### config.mk
export PLATFORM = sky130hd
export DESIGN_NAME = imem_fetch
export DESIGN_NICKNAME = d
export VERILOG_FILES = /design/src/rtl/imem_fetch.sv
export SDC_FILE = /design/constraint.sdc
export NUM_CORES = 2
export LEC_CHECK = 0
export CORE_ASPECT_RATIO = 1.2
export CORE_MARGIN = 8
export CORE_UTILIZATION = 45
export DETAILED_ROUTE_END_ITERATION = 6
export PLACE_DENSITY_LB_ADDON = 0.15
export SLEW_MARGIN = 20
export SYNTH_ARGS = -nofsm -noshare
export SYNTH_HDL_FRONTEND = slang
export SYNTH_SLANG_ARGS = --single-unit
### constraint.sdc
create_clock -name clk -period 4.3 [get_ports clk]
set_input_delay 0.645 -clock clk [delete_from_list [all_inputs] [get_ports clk]]
set_output_delay 0.645 -clock clk [all_outputs]
set_load 0.1 [all_outputs]
### src/rtl/imem_fetch.sv
// Instruction memory plus fetch sequencer: stores words from the programming
// stage and replays them from address 0 as a valid/ready stream while run is high.
module imem_fetch #(
  parameter int         ADDR_W  = 8,
  parameter int         DATA_W  = 16,
  parameter logic [3:0] HALT_OP = 4'hF
) (
  input  logic              clk,
  input  logic              rst,
  input  logic [ADDR_W-1:0] addrWr,
  input  logic [DATA_W-1:0] dataWr,
  input  logic              wrEn,
  input  logic              run,
  input  logic              instrReady,
  output logic [DATA_W-1:0] instr,
  output logic              instrValid,
  output logic [ADDR_W-1:0] pc,
  output logic [ADDR_W:0]   progLen,
  output logic              halted
);

  // state | meaning
  // IDLE  | armed, waiting for run; pc=0, outputs low
  // FETCH | read issued at pc
  // LOAD  | RAM data valid; decode halt or present word
  // VALID | word presented, waiting for instrReady
  // DONE  | run finished, halted=1 until run drops
  typedef enum logic [2:0] {S_IDLE, S_FETCH, S_LOAD, S_VALID, S_DONE} state_t;

  localparam logic [ADDR_W:0] ONE = {{ADDR_W{1'b0}}, 1'b1};

  state_t              state, state_nxt;
  logic [DATA_W-1:0]   mem [0:(1<<ADDR_W)-1];
  logic [DATA_W-1:0]   rd_data;
  logic [DATA_W-1:0]   instr_nxt;
  logic                valid_nxt;
  logic                halted_nxt;
  logic [ADDR_W-1:0]   pc_nxt;
  logic [ADDR_W:0]     wr_len;
  logic [ADDR_W:0]     pc_inc;
  logic [3:0]          opcode;

  assign wr_len = {1'b0, addrWr} + ONE;
  assign pc_inc = {1'b0, pc} + ONE;
  assign opcode = rd_data[DATA_W-1 -: 4];

  // Plain RAM, no reset; read-before-write gives old data on a same-address collision.
  always_ff @(posedge clk) begin
    if (wrEn) mem[addrWr] <= dataWr;
    rd_data <= mem[pc];
  end

  always_ff @(posedge clk or negedge rst) begin
    if (!rst) begin
      progLen <= '0;
    end else if (wrEn && (wr_len > progLen)) begin
      progLen <= wr_len;
    end
  end

  always_ff @(posedge clk or negedge rst) begin
    if (!rst) begin
      state      <= S_IDLE;
      instr      <= '0;
      instrValid <= 1'b0;
      pc         <= '0;
      halted     <= 1'b0;
    end else begin
      state      <= state_nxt;
      instr      <= instr_nxt;
      instrValid <= valid_nxt;
      pc         <= pc_nxt;
      halted     <= halted_nxt;
    end
  end

  always_comb begin
    state_nxt  = state;
    instr_nxt  = instr;
    valid_nxt  = instrValid;
    pc_nxt     = pc;
    halted_nxt = halted;
    case (state)
      S_IDLE: begin
        instr_nxt  = '0;
        valid_nxt  = 1'b0;
        pc_nxt     = '0;
        halted_nxt = 1'b0;
        if (run) begin
          if (progLen != '0) begin
            state_nxt = S_FETCH;
          end else begin
            state_nxt  = S_DONE;
            halted_nxt = 1'b1;
          end
        end
      end
      S_FETCH: begin
        state_nxt = S_LOAD;
      end
      S_LOAD: begin
        if (opcode == HALT_OP) begin
          state_nxt  = S_DONE;
          halted_nxt = 1'b1;
        end else begin
          state_nxt = S_VALID;
          instr_nxt = rd_data;
          valid_nxt = 1'b1;
        end
      end
      S_VALID: begin
        if (instrReady) begin
          valid_nxt = 1'b0;
          // progLen only grows, so >= is the same as reaching the last word
          if (pc_inc >= progLen) begin
            state_nxt  = S_DONE;
            halted_nxt = 1'b1;
          end else begin
            state_nxt = S_FETCH;
            pc_nxt    = pc_inc[ADDR_W-1:0];
          end
        end
      end
      S_DONE: begin
        valid_nxt = 1'b0;
        if (!run) begin
          state_nxt  = S_IDLE;
          halted_nxt = 1'b0;
          pc_nxt     = '0;
          instr_nxt  = '0;
        end
      end
      default: begin
        state_nxt = S_IDLE;
      end
    endcase
    // Dropping run aborts an in-flight fetch without flagging halted.
    if (!run && (state == S_FETCH || state == S_LOAD || state == S_VALID)) begin
      state_nxt  = S_IDLE;
      instr_nxt  = '0;
      valid_nxt  = 1'b0;
      pc_nxt     = '0;
      halted_nxt = 1'b0;
    end
  end

endmodule
==> flow_metrics.tcl <==
set metrics [dict create \
    drive_above_1_share_pct 24.97 \
    core_um2 361200 \
    switching_share_pct 21.43 \
    clock-root-buffer "clkbuf_16" \
    cp_max_fo 18 \
    critical_path.cell_chain "buf_12, buf_12, buf_4, mux4_2, a22o_1, a221oi_1, o22ai_1, nor3_1, nor4_1" \
    path_class "reg2reg" \
    synth.avg_cell_area_um2 20.70 \
    drt-initial-drc-count 10210 \
    num_rows 242 \
    die_area_um2 381700 \
    holdWs_ns 0.07761 \
    dp_slack_ns -0.1144 \
    chipHeight_um 675.2 \
    worst_path_max_delay_cell "a221oi_1" \
    synth_nets 7923 \
    die_w_um 565.3 \
    grt_pass1_wl_mm 687.7 \
    cap_violations 0 \
    fin_crit_sh_pct 99.26 \
    clock_path_buffers 4 \
    path_clk_slew_ns 0.07 \
    final_common_cell "edfxtp_1" \
    slew_viol_final 0 \
    route.detailed.drc 0 \
    worstPathRequired_ns 5.11 \
    synthFlopType "edfxtp_1" \
    synthesis.area_um2 162900 \
    internal_power_w 0.06672 \
    area_growth_pct 14.32 \
    final_cell_mix "edfxtp_1 (4096), mux2i_1 (668), mux4_2 (623), buf_4 (622), clkbuf_16 (410)" \
    cts_tree "done" \
    postRouteAntennaNets 0 \
    netlist_top_cells_area "edfxtp_1 (75%), mux4_2 (8.6%), mux2i_1 (4.1%)" \
    yosysSeqAreaShare_pct 76.27 \
    p_switching_w 0.01819 \
    dr.pass1.iters 6 \
    tns_ns 0 \
    synth_cells 7871 \
    fmax_mhz 234.3 \
    clock_latency_ns 0.97 \
    initial_core_util_pct 45.11 \
    io-pin-count 64 \
    vias 84640 \
    skew_ns 0.03731 \
    hold_path_class "in2reg" \
    crit_family "compound AO/OA/AOI/OAI gates" \
    cts_buffers 403 \
    ys_async_sr_fraction_pct 0.9157 \
    setup_viol 0 \
    grt_use_total_pct 25.70 \
    synth_top_area_cell "edfxtp_1" \
    slew-limit-headroom_pct 19.84 \
    yosys_warnings 0 \
    cts_max_level 5 \
    nets 8650 \
    synthDistinctLibCells 86 \
    post-dp-hpwl_mm 310.2 \
    endpoint_kind "flop" \
    powerDensity_nw_per_um2 455.8 \
    worstPathArrival_ns 5.08 \
    crit_top_cell "buf_12" \
    ir_drop_mv 0.3210 \
    tightest_slew_ns 1.202 \
    vias_per_cell 6.180 \
    synth_top_area_share_pct 75.48 \
    hold_viol 0 \
    grt_max_degree 143 \
    p_leak_nw 56.92 \
    path_buf_inv 3 \
    clkPwrFrac_pct 42.2 \
    seqPwrFrac_pct 52.7 \
    io_buffer_count 63 \
    final_util_pct 51.57 \
    status "completed" \
    worst_slack_ns 0.03193 \
    globalRouteOverflowTotal 0 \
    max_stage_delay_ns 0.80 \
    wire_per_inst_um 36.39 \
    fillers 28330 \
    grt_pass1_vias 84320 \
    synth_edf_count 4096 \
    critPathLaunch "pc[0]" \
    power_w 0.08492 \
    pwr-share-comb_pct 5.0 \
    period_needed_ns 4.268 \
    hp-start "dataWr[14]" \
    r2r_start "pc[0]" \
    gp_congestion 0.8768 \
    rsz0062_at_grt "false" \
    cts.sinks 4150 \
    antenna_found_initial 26 \
    startpoint_type "flop" \
    ys_seq_elements 4150 \
    routed_wl_mm 498.4 \
]
[flip-flops by register name (all words and copies together) (netlist names)]
| signal | count |
|---|---|
| state | 3 |
| progLen | 9 |
| instrValid | 1 |
| pc | 8 |
| instr | 16 |
| mem | 4096 |
| halted | 1 |
| rd_data | 16 |
[per-stage QoR]
stage	cells	cell area (µm²)
after global placement	12950	172900
after global routing	13690	186300
after detailed placement	12950	172900
final	13700	186300
after CTS	13690	186200
after floorplan	7871	162900
[final timing paths]
path,to,slack [ns],depth (start not counted)
min,mem[124][14],0.08,1
min in group asynchronous,progLen[0],0.33,3
min reg2reg,instr[9],0.49,2
max,rd_data[13],0.03,9
max reg2reg,rd_data[13],0.03,9
max in group asynchronous,pc[4],3.42,3
[timing repair]
action / CTS / global route
endpoints found under the setup margin: 1 / 0
endpoints found under the hold margin: 38 / 0
resized for setup: 1 / 0
setup buffers: 0 / 0
hold buffers: 1 / 0
[cells in the mapped netlist, drive strengths merged, types with 69 or more instances]
| library cell | number |
|---|---|
| nor3 | 69 |
| mux4 | 727 |
| clkbuf | 195 |
| o21ai | 111 |
| nor2 | 354 |
| edfxtp | 4096 |
| a21oi | 203 |
| o221ai | 228 |
| buf | 274 |
| mux2i | 668 |
| nand2 | 190 |
| o22ai | 177 |
[metal layers]
layer	share of wire [%]	global-route usage, %
met2	49	42.65
met3	7.3	4.008
met1	39	34.38
met4	4.7	9.954
met5	0.014	0
[power by group through the flow]
stage	Clock [W]	Sequential (W)	Combinational, W
global route	0.0377	0.0448	0.00449
CTS	0.0363	0.0448	0.00431
finish	0.0359	0.0448	0.00429
detailed placement	0	0.0456	0.00431
floorplan	0	0.0460	0.00223
global placement	0	0.0456	0.00425
[area by class of cell]
type	count	area [µm²]	share of cell area, %
sequential	4150	124300	66.72
multi-input combinational	3234	35110	18.85
clock buffer	471	10550	5.663
timing repair buffer	791	7560	4.058
tap	4758	5953	3.196
clock inverter	266	2721	1.461
inverter	18	80.08	0.04299
antenna	8	20.02	0.01075
[cells by family (layout without fill, tap and decap cells)]
logic type | Yosys count | after routing | synth area share [%]
flip-flops | 4150 | 4150 | 76.27
multiplexers | 1425 | 1425 | 14.60
AO/OA/AOI/OAI | 981 | 981 | 4.180
AND/OR/NAND/NOR | 797 | 797 | 2.170
buffers and inverters | 487 | 1546 | 2.567
adder cells (fa/ha/maj) | 23 | 23 | 0.1766
XOR/XNOR | 8 | 8 | 0.04300
other | 0 | 8 | 0
Power figures use the tool's default switching activity.
